`src/rtl/wb_serializer_fifo.sv`:
```
// Wishbone slave that queues N_SYMB x SYMB_W words in a TX FIFO and streams them
// out serially, MSB- or LSB-first, with a programmable bit period.
module wb_serializer_fifo #(
  parameter int unsigned SYMB_W    = 9,
  parameter int unsigned N_SYMB    = 3,
  parameter int unsigned DEPTH     = 4,
  parameter int unsigned DIV_W     = 8,
  parameter int unsigned ADDR_SIZE = 4
) (
  input  logic        CLK_I,
  input  logic        RST_I,
  input  logic        CYC_I,
  input  logic        STB_I,
  input  logic        WE_I,
  input  logic [31:0] ADR_I,
  input  logic [31:0] DAT_I,
  output logic [31:0] DAT_O,
  output logic        ACK_O,
  output logic        ERR_O,
  output logic        data_o,
  output logic        valid_o,
  output logic        frame_o,
  output logic        busy_o,
  output logic        irq_o
);

  localparam int unsigned WORD_W = SYMB_W * N_SYMB;
  localparam int unsigned PTR_W  = $clog2(DEPTH);
  localparam int unsigned LVL_W  = PTR_W + 1;
  localparam int unsigned CNT_W  = $clog2(WORD_W + 1);

  typedef enum logic {ST_IDLE = 1'b0, ST_SHIFT = 1'b1} state_e;

  logic [ADDR_SIZE-1:0] adr_c;
  logic req_c, legal_c, wr_c, push_req_c, push_c, pop_c, clr_c, load_c;
  logic sel_data_c, sel_stat_c, sel_ctrl_c, sel_div_c;
  logic en_q, lsb_first_q, irq_en_q, ovf_q;
  logic [DIV_W-1:0]  div_q;
  logic [WORD_W-1:0] mem_q [DEPTH];
  logic [LVL_W-1:0]  wr_ptr_q, rd_ptr_q, level_c;
  logic              empty_c, full_c;
  logic [WORD_W-1:0] head_c, rev_c;

  state_e            state_q, state_d;
  logic [WORD_W-1:0] shreg_q, shreg_d;
  logic [CNT_W-1:0]  bitcnt_q, bitcnt_d;
  logic [DIV_W-1:0]  baud_q, baud_d;
  logic              frame_q, frame_d;

  logic unused_c;
  assign unused_c = ^{ADR_I, DAT_I};

  // Bus decode: DATA is write-only, the other three registers are R/W.
  assign adr_c      = ADR_I[ADDR_SIZE-1:0];
  assign sel_data_c = (adr_c == ADDR_SIZE'(32'h0));
  assign sel_stat_c = (adr_c == ADDR_SIZE'(32'h4));
  assign sel_ctrl_c = (adr_c == ADDR_SIZE'(32'h8));
  assign sel_div_c  = (adr_c == ADDR_SIZE'(32'hC));
  assign req_c      = CYC_I & STB_I;
  assign legal_c    = sel_stat_c | sel_ctrl_c | sel_div_c | (sel_data_c & WE_I);
  assign ACK_O      = req_c & legal_c;
  assign ERR_O      = req_c & ~legal_c;
  assign wr_c       = ACK_O & WE_I;
  assign push_req_c = wr_c & sel_data_c;
  assign clr_c      = wr_c & sel_ctrl_c & DAT_I[2];

  assign level_c = wr_ptr_q - rd_ptr_q;
  assign empty_c = (level_c == '0);
  assign full_c  = (level_c == LVL_W'(DEPTH));
  assign push_c  = push_req_c & (~full_c | pop_c);
  assign head_c  = mem_q[rd_ptr_q[PTR_W-1:0]];

  always_comb begin : read_mux
    DAT_O = '0;
    if (ACK_O && !WE_I) begin
      if (sel_stat_c)      DAT_O = {16'h0, 8'(level_c), 4'h0, ovf_q, full_c, empty_c, busy_o};
      else if (sel_ctrl_c) DAT_O = {28'h0, irq_en_q, 1'b0, lsb_first_q, en_q};
      else if (sel_div_c)  DAT_O = 32'(div_q);
    end
  end

  always_ff @(posedge CLK_I or posedge RST_I) begin : csr_regs
    if (RST_I) begin
      en_q        <= 1'b0;
      lsb_first_q <= 1'b0;
      irq_en_q    <= 1'b0;
      div_q       <= '0;
      ovf_q       <= 1'b0;
    end else begin
      if (wr_c && sel_ctrl_c) begin
        en_q        <= DAT_I[0];
        lsb_first_q <= DAT_I[1];
        irq_en_q    <= DAT_I[3];
      end
      if (wr_c && sel_div_c) div_q <= DAT_I[DIV_W-1:0];
      if (push_req_c && full_c && !pop_c)      ovf_q <= 1'b1;
      else if (wr_c && sel_stat_c && DAT_I[3]) ovf_q <= 1'b0;
    end
  end

  always_ff @(posedge CLK_I or posedge RST_I) begin : fifo_ptrs
    if (RST_I) begin
      wr_ptr_q <= '0;
      rd_ptr_q <= '0;
    end else if (clr_c) begin
      wr_ptr_q <= '0;
      rd_ptr_q <= '0;
    end else begin
      if (push_c) wr_ptr_q <= wr_ptr_q + LVL_W'(1);
      if (pop_c)  rd_ptr_q <= rd_ptr_q + LVL_W'(1);
    end
  end

  always_ff @(posedge CLK_I) begin : fifo_mem
    if (push_c) mem_q[wr_ptr_q[PTR_W-1:0]] <= DAT_I[WORD_W-1:0];
  end

  // LSB-first words are reversed at load so the output bit is always the MSB.
  always_comb begin : bit_reverse
    rev_c = '0;
    for (int i = 0; i < int'(WORD_W); i++) rev_c[i] = head_c[int'(WORD_W) - 1 - i];
  end

  always_comb begin : fsm_next
    state_d  = state_q;
    shreg_d  = shreg_q;
    bitcnt_d = bitcnt_q;
    baud_d   = baud_q;
    frame_d  = frame_q;
    load_c   = 1'b0;
    pop_c    = 1'b0;
    case (state_q)
      ST_IDLE: begin
        if (en_q && !empty_c) load_c = 1'b1;
      end
      ST_SHIFT: begin
        if (baud_q != '0) begin
          baud_d = baud_q - DIV_W'(1);
        end else if (bitcnt_q != '0) begin
          shreg_d  = {shreg_q[WORD_W-2:0], 1'b0};
          bitcnt_d = bitcnt_q - CNT_W'(1);
          baud_d   = div_q;
          frame_d  = 1'b0;
        end else if (en_q && !empty_c) begin
          load_c = 1'b1;
        end else begin
          state_d = ST_IDLE;
          shreg_d = '0;
          frame_d = 1'b0;
        end
      end
      default: state_d = ST_IDLE;
    endcase
    if (load_c) begin
      pop_c    = 1'b1;
      state_d  = ST_SHIFT;
      shreg_d  = lsb_first_q ? rev_c : head_c;
      bitcnt_d = CNT_W'(WORD_W - 1);
      baud_d   = div_q;
      frame_d  = 1'b1;
    end
    // A clear aborts everything in flight, including a pop on this edge.
    if (clr_c) begin
      pop_c    = 1'b0;
      state_d  = ST_IDLE;
      shreg_d  = '0;
      bitcnt_d = '0;
      baud_d   = '0;
      frame_d  = 1'b0;
    end
  end

  always_ff @(posedge CLK_I or posedge RST_I) begin : fsm_regs
    if (RST_I) begin
      state_q  <= ST_IDLE;
      shreg_q  <= '0;
      bitcnt_q <= '0;
      baud_q   <= '0;
      frame_q  <= 1'b0;
    end else begin
      state_q  <= state_d;
      shreg_q  <= shreg_d;
      bitcnt_q <= bitcnt_d;
      baud_q   <= baud_d;
      frame_q  <= frame_d;
    end
  end

  assign data_o  = shreg_q[WORD_W-1];
  assign valid_o = (state_q == ST_SHIFT);
  assign busy_o  = (state_q == ST_SHIFT);
  assign frame_o = frame_q;
  assign irq_o   = irq_en_q & empty_c & (state_q == ST_IDLE);

endmodule

```
`config.mk`:
```
export PLATFORM = sky130hd
export DESIGN_NAME = wb_serializer_fifo
export DESIGN_NICKNAME = d
export VERILOG_FILES = /design/src/rtl/wb_serializer_fifo.sv
export SDC_FILE = /design/constraint.sdc
export NUM_CORES = 1
export LEC_CHECK = 0
export ABC_AREA = 1
export BUFFER_PORTS_ARGS = -buffer_cell sky130_fd_sc_hd__buf_4
export CORE_ASPECT_RATIO = 0.9
export CORE_MARGIN = 5
export CORE_UTILIZATION = 60
export DETAILED_ROUTE_END_ITERATION = 7
export MAX_ROUTING_LAYER = met4
export PLACE_DENSITY = 0.83
export SYNTH_ARGS = -nofsm -noshare
export SYNTH_HDL_FRONTEND = slang
export SYNTH_SLANG_ARGS = --single-unit
```
`constraint.sdc`:
```
create_clock -name CLK_I -period 11.1 [get_ports CLK_I]
set_clock_uncertainty 0.05 [all_clocks]
set_input_delay 1.11 -clock CLK_I [delete_from_list [all_inputs] [get_ports CLK_I]]
set_output_delay 1.11 -clock CLK_I [all_outputs]
set_load 0.01 [all_outputs]
```
# [Word level (Yosys, flattened, before mapping)]
# Memory sizes are Yosys's and may differ from the RTL's.
# Cells that the tools add are included.
[totals] elab_cells=112 output_inout_bits=39 mem_bits_rw=108 inputBits=69 memories=1 regBits=60
[memory_table] name="mem_q" words=4 word_bits=27 rd=1 rd_ports_with_merged_regs=0 write_ports=1 line_no="39" source="logic [WORD_W-1:0] mem_q [DEPTH];"
[op_classes] bitwise=18 n_eq_ne=6 muxes=46 add_sub_neg=5 reduce_logical=24
[op_table] op="2-to-1 mux 27 bit" count=7
[op_table] op="2-to-1 mux 8 bit" count=7
[op_table] op="2-to-1 mux 32 bit" count=1
[op_table] op="2-to-1 mux 5 bit" count=5
[op_table] op="2-to-1 mux 1 bit" count=20
[op_table] op="2-to-1 mux 3 bit" count=4
[op_table] op="AND 1 bit" count=11
[op_table] op="2-to-1 mux 11 bit" count=1
[op_table] op="equality test 4 bit, second input constant" count=2
[op_table] op="logical AND 1 bit" count=8
[op_table] op="nonzero test 8 bit" count=1
[op_table] op="subtractor 8 x 1 -> 8 bit, second input constant" count=1
[op_table] op="adder 3 x 1 -> 3 bit, second input constant" count=2
[op_table] op="AND reduction 3 bit" count=2
[op_table] op="nonzero test 2 bit" count=3
[op_table] op="nonzero test 3 bit" count=2
[op_table] op="nonzero test 5 bit" count=1
[op_table] op="subtractor 5 x 1 -> 5 bit, second input constant" count=1
[op_table] op="equality test 4 x 3 -> 1 bit, second input constant" count=1
[op_table] op="zero test 4 bit" count=1
[op_table] op="!= test 4 x 3 -> 1 bit, second input constant" count=1
[op_table] op="OR 1 bit" count=4
[op_table] op="nonzero test 4 bit" count=1
[op_table] op="equality test 3 bit, second input constant" count=1
[op_table] op="7 further kinds" count=11

# [Depth between registers and ports, before layout]
# Gate-level depths: netlist of run 1.
[depth] depth_word=14 depth_mapped=14 depth_no_buf=12

# [Worst setup path before layout of run 1]
# Ideal clock, no wire load.
[synth_timing] path_type="reg-to-reg" start="register rd_ptr_q[1]" end="memory mem_q[0][0] in the netlist's numbering, enable pin" setup_slack_ns=7.297 synth_period_minus_slack_ns=3.803 arrival_ns=3.342 setup_ns=0.411 path_buffers=3 stages_incl_launch_ff=12 required_time_ns=10.639 cell_sequence="dfrtp_1 clkbuf_1 inv_1 buf_2 buf_2 fa_1 nand3b_1 nand3_1 nand4_1 nand2_1 nand2_1 nor2_1"
[synth_via] elab_chain_len=14 word_cells_on_any_way=16 cone_classes="add/sub (1); eq/ne (1); mux (8); bitwise (3); reduce/logical (3)"
[synth_rtl] element="from (decl)" line_no="40" source="logic [LVL_W-1:0] wr_ptr_q, rd_ptr_q, level_c;"
[synth_rtl] element="from (signal assigned)" line_no="110" source="if (pop_c) rd_ptr_q <= rd_ptr_q + LVL_W'(1);"
[synth_rtl] element="subtractor 3 bit (*)" line_no="67" source="assign level_c = wr_ptr_q - rd_ptr_q;"
[synth_rtl] element="zero test 3 bit" line_no="68" source="assign empty_c = (level_c == '0);"
[synth_rtl] element="zero test 1 bit" line_no="134, 144"
[synth_rtl] element="logical AND 1 bit" line_no="134, 144"
[synth_rtl] element="2-to-1 mux 1 bit" line_no="134, 144"
[synth_rtl] element="2-to-1 mux 1 bit" line_no="139" source="end else if (bitcnt_q != '0) begin"
[synth_rtl] element="2-to-1 mux 1 bit" line_no="137" source="if (baud_q != '0) begin"
[synth_rtl] element="one-hot mux 1 bit (2 select lines)" line_no="132" source="case (state_q)"
[synth_rtl] element="2-to-1 mux 1 bit" line_no="154" source="if (load_c) begin"
[synth_rtl] element="2-to-1 mux 1 bit" line_no="163" source="if (clr_c) begin"
[synth_rtl] element="OR 1 bit (*)" line_no="70" source="assign push_c = push_req_c & (~full_c | pop_c);"
[synth_rtl] element="AND 1 bit (*)" line_no="70"
[synth_rtl] element="2-to-1 mux 1 bit (*)" line_no="115" source="if (push_c) mem_q[wr_ptr_q[PTR_W-1:0]] <= DAT_I[WORD_W-1:0];"
[synth_rtl] element="2-to-1 mux 1 bit (not written as such) (*)" line_no="115"
[synth_rtl] element="to (decl)" line_no="39"
# Every way passes the cells marked *; elsewhere a longest branch is shown, timed or not.

# [Final worst setup path of run 1]
[layout_timing] start="register rd_ptr_q[0]" end="memory mem_q[2][8] in the netlist's numbering, enable pin"
# Same word-level chain as after synthesis.

==> results of run 1 <==
state kept, by name (all words and copies together) (netlist names):
signal / count
mem_q: 108
baud_q: 8
bitcnt_q: 5
en_q: 1
frame_o: 1
lsb_first_q: 1
irq_en_q: 1
wr_ptr_q: 3
shreg_q: 27
ovf_q: 1
rd_ptr_q: 3
div_q: 8
busy_o: 1
worst paths after layout:
check,slack [ns],start,depth (start not counted),to
setup / recovery,6.73,rd_ptr_q[0]$_DFFE_PP0P_,11,mem_q[2][8]$_DFFE_PP_
min in group asynchronous,0.88,RST_I,3,div_q[5]$_DFFE_PP0P_
setup reg to reg,6.73,rd_ptr_q[0]$_DFFE_PP0P_,11,mem_q[2][8]$_DFFE_PP_
max in group asynchronous,9.61,RST_I,3,irq_en_q$_DFFE_PP0N_
hold reg to reg,0.47,bitcnt_q[1]$_DFFE_PP0P_,2,bitcnt_q[1]$_DFFE_PP0P_
hold / removal,0.47,bitcnt_q[1]$_DFFE_PP0P_,2,bitcnt_q[1]$_DFFE_PP0P_
synth_stat cells, types with 4 or more instances:
library cell / n / area [um2]
nor2_2: 4 / 25.0
o21ai_1: 11 / 55.1
nand2_1: 234 / 878
dfrtp_1: 60 / 1500
nand3_1: 31 / 155
buf_1: 4 / 15.0
o2111ai_1: 27 / 236
ha_1: 10 / 125
inv_1: 48 / 180
buf_4: 22 / 165
buf_6: 8 / 90.1
xor2_1: 8 / 70.1
inv_2: 4 / 15.0
buf_2: 16 / 80.1
edfxtp_1: 108 / 3240
nand4_1: 31 / 194
nor2_1: 75 / 282
o21ai_0: 75 / 375
nor3_1: 9 / 45.0
clkbuf_1: 21 / 78.8
o22ai_1: 25 / 156
metrics by stage:
step / std cells / hold slack (ns) / setup slack, ns
2_1_floorplan: 877 / 0.409 / 7.30
3_3_place_gp: 1038 / 0.428 / 6.43
3_5_place_dp: 1038 / 0.446 / 6.39
4_1_cts: 1070 / 0.469 / 6.74
5_1_grt: 1070 / 0.485 / 6.54
6_report: 1070 / 0.467 / 6.73
critical path, stage by stage (launching register included):
cell and delay (ns):
dfrtp_1 0.33, buf_4 0.45, ha_1 0.25, inv_1 0.05, fa_1 0.40, nand3b_1 0.20, nand3_1 0.26, nand4_1 0.40
nand2_1 0.26, nand2_1 0.22, nor2_2 0.76, buf_4 0.39
layer usage:
layer  vias to the layer above  routed length (um)  share of wire  track usage
met3                        32                1600          0.082       0.0489
met2                       337                9470           0.49        0.404
met4                         0                 330          0.017       0.0855
met5                         -                   0              0            -
met1                      3052                8000           0.41        0.338
li1                       2977                   -              -            -
report_power, final:
group	internal [mW]	switching, mW	leakage (nW)
clock network	0.337	0.238	0.269
registers	0.741	0.0473	1.70
logic	0.216	0.408	1.94
area by class of cell:
class	count	area, um2
clock inverters	11	124
flip-flops and latches	168	4740
repair buffers	64	480
inverters	52	195
multi-input cells	586	2920
clock buffers	21	450
well taps	168	210
fillers	962	4240
kinds of logic (layout without fill, tap and decap cells):
family / after synthesis / after routing
flops: 168 / 168
xor+xnor: 9 / 9
fa+ha+maj: 11 / 11
compound gates: 149 / 149
other cells: 1 / 21
simple gates: 396 / 396
buf+inv: 123 / 148
==> results.cfg, run 1 <==
[route]
firstDrtPassIters = 6
vias_per_cell = 5.98
drc_errors = 0
drt_iter0_drc = 819
wl_per_cell_um = 18.1
vias = 6398
wl_um = 19400
ant_nets = 0

[global_routing]
grt_pass1_vias = 6122
grt_max_degree = 67
overflow = 0
grt_antenna_before_repair = 0
grt_pass1_wl_um = 31300
grt_util_all_layers = 0.255

[sta]
fin_setup_tns_ns = 0
max_freq_mhz = 229
slew_headroom = 0.365
finalCriticalPeriod_ns = 4.37
hold_viol_final = 0
drv_slew = 0
setup_viol = 0
rsz0062_at_grt = no
post-route-period-util = 0.393
worst_pin_slew_ns = 0.949

[floorplanning]
io_pins = 108
die_w_um = 133
die_area_mm2 = 0.0161
num_rows = 40
dieHeight_um = 121
core_mm2 = 0.0134
initial_core_util = 0.614

[setup_path]
cp-start-kind = flip-flop
crit_required_ns = 11.17
end_kind = flip-flop
criticalPathCategory = flip-flop to flip-flop
crit_path_max_fanout = 57
cp.arrival_ns = 4.43

[clock_tree]
clockRootBuffer = clkbuf_16
tritoncts = built
cts_max_path_buffers = 2
postCtsSetupBuffers = 0
h-tree-depth = 4
cts_buffers = 17
hold_buffers = 0
cts_resized = 0
clk_latency_ns = 0.43
clock_sinks = 168
cts.reportedPaths.clkPinSlew_ns = 0.06

[flow_run]
maxCapViolations = 0

[power]
powerDensity_mw_per_mm2 = 218
ir_drop_mv = 0.157
p_leak_nw = 3.91
total_power_mw = 1.99

[place]
gp_congestion = 0.847
placed_area_mm2 = 0.00855
dp_hpwl_um = 11400
port-buffer-count = 53

[yosys]
syn_area_mm2 = 0.00820
ys_seq_area_frac = 0.578
synth_xor_area_frac = 0.00961
synth_compound_area_frac = 0.112
synthDistinctLibCells = 39
synthCells = 857
synth-simple-area-share = 0.206
synthAdderAreaFrac = 0.0177
ys_warn_count = 0
syn_avg_cell_area_um2 = 9.57
async_flop_share = 0.357
synth_top_family_by_area = simple AND/OR/NAND/NOR gates
synthMuxAreaShare = 0
synth_ff_type = edfxtp_1
synth_edf_count = 108
ys_seq_elements = 168

[layout]
drive_gt1_frac = 0.127
stdcell_area_mm2 = 0.00912
n_antenna_cell = 0
syn_to_final_growth_pct = 11.2
num-nets-final = 969
post-route-util = 0.683
mostFrequentLayoutCell = nand2_1
mostFrequentLayoutCells = nand2_1, edfxtp_1, o21ai_0, nor2_1, buf_4

[min_path]
min_path_type = flip-flop to flip-flop

[outcome]
outcome = completed
Note: power is estimated with default switching activity, not from simulation.
==> run 2, diff against run 1 <==
ABC_AREA = 0   (was 1)
CORE_UTILIZATION = 57   (was 60)
PLACE_DENSITY = 0.8   (was 0.83)
clock period = 4.1 ns   (was 11.1 ns; I/O delays follow)
==> run 2 against run 1 <==
Critical endpoint is now mem_q[3][10]$_DFFE_PP_. Via count down 27%. Hold slack got worse by 0.40 ns. Sequential power grew to 2.8 times the previous value. Die area decreased by 0.43%. Sequential share of layout area increased by 2.0 points. First-iteration DRC count shrank 55%. Synthesized cell count shrank 38%. Synthesized area shrank 5.4%. Largest power group unchanged.
==> results.cfg, run 2 <==
[outcome]
outcome = completed

[setup_path]
reg2reg_depth = 8
criticalPathCategory = flip-flop to flip-flop
startpoint = wr_ptr_q[0]$_DFFE_PP0P_
crit_path_max_fanout = 28
cp.arrival_ns = 3.29
r2r-start = wr_ptr_q[0]$_DFFE_PP0P_
cp-start-kind = flip-flop
crit_required_ns = 4.11
end_kind = flip-flop

[layout]
num-nets-final = 671
drive_gt1_frac = 0.276
mostFrequentLayoutCell = edfxtp_1
layoutNonFillerInstCount = 772
syn_to_final_growth_pct = 13.3
mostFrequentLayoutCells = edfxtp_1, buf_4, dfrtp_1, inv_1, nand2_1
largest_reg_flops = 108
stdcell_area_mm2 = 0.00879
n_antenna_cell = 0

[yosys]
async_flop_share = 0.357
ys_seq_area_frac = 0.612
synth_area_leaders = edfxtp_1, dfrtp_1, mux4_2, mux2i_1, o221ai_2
synthCells = 533
synth_edf_count = 108
yosys.area.top_type = edfxtp_1
yosys-top-cells-count = edfxtp_1, dfrtp_1, inv_1
ys_warn_count = 0
ys_seq_elements = 168
syn_avg_cell_area_um2 = 14.6
synthDistinctLibCells = 57
syn_area_mm2 = 0.00776
synth_ff_type = edfxtp_1
synth_top_cell_area_share = 0.418
synth.most_common_cell = edfxtp_1

[place]
port-buffer-count = 53
dpl.cell_count = 740
gp_congestion = 0.894
placed_area_mm2 = 0.00825
dp_hpwl_um = 10100

[route]
met1_length_um = 6620
drt_iter0_drc = 369
vias = 4639
wl_met2_um = 7780
wl_per_cell_um = 20.2
ant_nets = 0
top_layer = met4
drc_errors = 0
vias_per_cell = 6.01
wl_met3_um = 910
wl_um = 15600
firstDrtPassIters = 5

[global_routing]
grt_pass1_vias = 4763
grt_antenna_before_repair = 0
grt_util_all_layers = 0.211
grt_pass1_wl_um = 25100
grt_max_degree = 35
overflow = 0

[power]
p_leak_nw = 3.41
seqPwrFrac = 0.433
p_int_mw = 3.50
p_sw_frac = 0.313
powerDensity_mw_per_mm2 = 579
total_power_mw = 5.09
p_comb_frac = 0.277
power_frac_clock = 0.290
switchingPower_mw = 1.59
ir_drop_mv = 0.472

[sta]
worst_pin_slew_ns = 0.766
rsz0062_at_grt = no
slew_headroom = 0.489
finalCriticalPeriod_ns = 3.28
fin_setup_tns_ns = 0
post-route-period-util = 0.800
hold_viol_final = 0
setup_viol = 0
drv_slew = 0
max_freq_mhz = 305

[floorplanning]
die_area_mm2 = 0.0160
initial_core_util = 0.580
dieHeight_um = 121
num_rows = 40
core_mm2 = 0.0134
io_pins = 108
die_w_um = 133

[clock_tree]
cts.reportedPaths.clkPinSlew_ns = 0.06
cts_max_path_buffers = 2
clockRootBuffer = clkbuf_16
clk_latency_ns = 0.43
clock_sinks = 168
hold_buffers = 0
cts_resized = 0
h-tree-depth = 4
cts_buffers = 17
tritoncts = built
postCtsSetupBuffers = 0

[flow_run]
maxCapViolations = 0

[min_path]
min_path_type = primary input to asynchronous set/reset pin
==> run 2: final cells by class <==
type / count / area, um2
fillers: 913 / 4570
inverters: 39 / 146
clock inverters: 14 / 114
repair buffers: 64 / 480
clock buffers: 18 / 429
flip-flops and latches: 168 / 4750
multi-input cells: 301 / 2660
well taps: 168 / 210
==> run 2: power by group through the flow <==
stage | registers (mW) | clock network (mW) | logic (mW)
final | 2.20 | 1.47 | 1.41
after global routing | 2.22 | 1.57 | 1.56
after CTS | 2.20 | 1.50 | 1.42
after detailed placement | 2.23 | 0 | 1.40
after global placement | 2.22 | 0 | 1.35
after floorplan | 2.18 | 0 | 1.12
==> run 2: worst paths after layout <==
check,end,slack (ns)
setup / recovery,mem_q[3][10]$_DFFE_PP_,0.82
hold / removal,frame_o$_DFFE_PP0P_,0.07
setup reg to reg,mem_q[3][10]$_DFFE_PP_,0.82
hold reg to reg,shreg_q[10]$_DFFE_PP0P_,0.44
max in group asynchronous,shreg_q[3]$_DFFE_PP0P_,3.09
min in group CLK_I,mem_q[0][21]$_DFFE_PP_,0.13
==> run 2: stage by stage <==
step                utilization  setup WS [ns]  hold slack (ns)
floorplan                     -          0.576            0.403
CTS                       0.658          0.805           0.0729
global placement          0.617          0.928            0.416
finish                    0.658          0.819           0.0704
detailed placement        0.617          0.800            0.424
global route              0.658          0.669            0.110
==> run 2: worst max-delay path, stage by stage (launching register included) <==
cell     delay [ns]
dfrtp_1        0.41
inv_1          0.15
ha_1           0.17
inv_1          0.05
fa_1           0.40
xnor3_1        0.45
o21ai_2        0.15
o21ai_2        0.31
and3_2         0.74
==> run 2: logic make-up after synthesis <==
logic type / count (synthesis) / synth area share
flops: 168 / 0.612
simple gates: 115 / 0.0778
buf+inv: 84 / 0.0545
compound gates: 75 / 0.0868
mux: 71 / 0.137
fa+ha+maj: 11 / 0.0187
xor+xnor: 8 / 0.0127
other cells: 1 / 0.000483
==> run 2: routing by layer <==
| layer | GRT usage | up-vias |
|---|---|---|
| met5 | - | - |
| met4 | 0.0734 | 0 |
| met3 | 0.0491 | 24 |
| met2 | 0.336 | 161 |
| met1 | 0.270 | 2353 |
| li1 | - | 2101 |
==> run 3, diff against run 2 <==
clock period = 3.4 ns   (was 4.1 ns; I/O delays follow)
==> run 3 against run 2 <==
Global-route usage down 0.17 points. Hold slack worse by 0.0090 ns. Sequential cell count stayed put. Critical path type is now flip-flop to output port. Highest routed layer unchanged.
==> results.cfg, run 3 (synthesis results as in run 2) <==
[outcome]
outcome = completed

[sta]
rsz0062_at_grt = no
fin_setup_tns_ns = 0
setup_ws_ns = 0.240
finalCriticalPeriod_ns = 3.16
drv_slew = 0
max_freq_mhz = 316
hold_viol_final = 0
worst_pin_slew_ns = 0.864
post-route-period-util = 0.929
hold_ws_ns = 0.0615
slew_headroom = 0.423
setup_viol = 0

[layout]
mostFrequentLayoutCells = edfxtp_1, buf_4, dfrtp_1, inv_1, nand2_1
nFillCells = 909
mostFrequentLayoutCell = edfxtp_1
n_antenna_cell = 0
multiInputGateArea_mm2 = 0.00267
final-seq-area_mm2 = 0.00475
syn_to_final_growth_pct = 13.9
drive_gt1_frac = 0.278
post-route-util = 0.661
largest_reg_flops = 108
num-nets-final = 675

[clock_tree]
clk_latency_ns = 0.42
hold_buffers = 0
cts_max_path_buffers = 2
postCtsSetupBuffers = 0
cts.reportedPaths.clkPinSlew_ns = 0.06
cts_buffers = 17
cts_resized = 0
clock_sinks = 168
tritoncts = built
clockRootBuffer = clkbuf_16
h-tree-depth = 4

[route]
wl_um = 15400
vias_per_cell = 5.90
ant_nets = 0
drt_iter0_drc = 367
firstDrtPassIters = 5
vias = 4570
drc_errors = 0
wl_per_cell_um = 19.8

[floorplanning]
initial_core_util = 0.580
io_pins = 108
die_area_mm2 = 0.0160
die_w_um = 133
core_mm2 = 0.0134
dieHeight_um = 121
num_rows = 40

[global_routing]
grt_max_degree = 41
grt_antenna_before_repair = 0
overflow = 0
grt_pass1_vias = 4697
grt_util_all_layers = 0.209
grt_pass1_wl_um = 25100

[power]
total_power_mw = 6.04
ir_drop_mv = 0.645
p_leak_nw = 3.40
p_comb_frac = 0.280
powerDensity_mw_per_mm2 = 684
p_sw_frac = 0.305
p_int_mw = 4.19
switchingPower_mw = 1.84
power_frac_clock = 0.279
seqPwrFrac = 0.441

[setup_path]
end_kind = output port
crit_path_max_fanout = 4
criticalPathCategory = flip-flop to output port
cp.arrival_ns = 2.77
reg2reg_depth = 9
crit_required_ns = 3.01
cp-start-kind = flip-flop

[place]
port-buffer-count = 53
place_ws_ns = 0.431
gp_congestion = 0.872
dp_hpwl_um = 10100

[min_path]
min_path_type = primary input to asynchronous set/reset pin

[flow_run]
maxCapViolations = 0
run 3: changes by cell type in the layout (fill, tap and decap cells not counted), sizes merged:
cell / delta
clkinvlp: +4
clkinv: -2
clkbuf: +3
buf: +4
inv: -6
run 3: power by group through the flow:
stage	Combinational [mW]	Sequential (mW)	Clock, mW
final	1.69	2.66	1.69
after CTS	1.71	2.65	1.71
after global routing	1.86	2.69	1.80
after global placement	1.64	2.67	0
after floorplan	1.35	2.63	0
after detailed placement	1.70	2.69	0
run 3: per-stage QoR:
stage               area [um2]  std cells
floorplan                 7840        553
global placement          8320        744
detailed placement        8320        744
CTS                       8830        775
global route              8830        775
finish                    8830        775
run 3: path summary, 6_finish.rpt:
path	slack, ns	start	to
max	0.24	wr_ptr_q[0]$_DFFE_PP0P_	DAT_O[2]
min	0.06	RST_I	div_q[7]$_DFFE_PP0P_
max reg2reg	0.37	wr_ptr_q[0]$_DFFE_PP0P_	mem_q[0][12]$_DFFE_PP_
min reg2reg	0.43	shreg_q[8]$_DFFE_PP0P_	shreg_q[9]$_DFFE_PP0P_
max in group asynchronous	2.44	RST_I	lsb_first_q$_DFFE_PP0N_
min in group CLK_I	0.07	DAT_I[25]	mem_q[3][25]$_DFFE_PP_
run 3: layout make-up:
class	count	area share
flip-flops and latches	168	0.537
multi-input cells	301	0.302
repair buffers	68	0.0620
clock buffers	21	0.0499
well taps	168	0.0238
inverters	39	0.0166
clock inverters	10	0.00836
run 3: routing by layer:
metal,global-route usage,routed length (um)
met5,-,0
met4,0.0429,97
met3,0.0483,706
met2,0.333,7710
met1,0.282,6860
run 3: critical path, stage by stage (launching register included):
cell and delay [ns]:
dfrtp_1 0.41, inv_1 0.14, ha_1 0.16, inv_1 0.05
fa_1 0.40, xor3_1 0.46, nor2_1 0.27, mux2i_1 0.14
nor3_1 0.17, buf_4 0.16
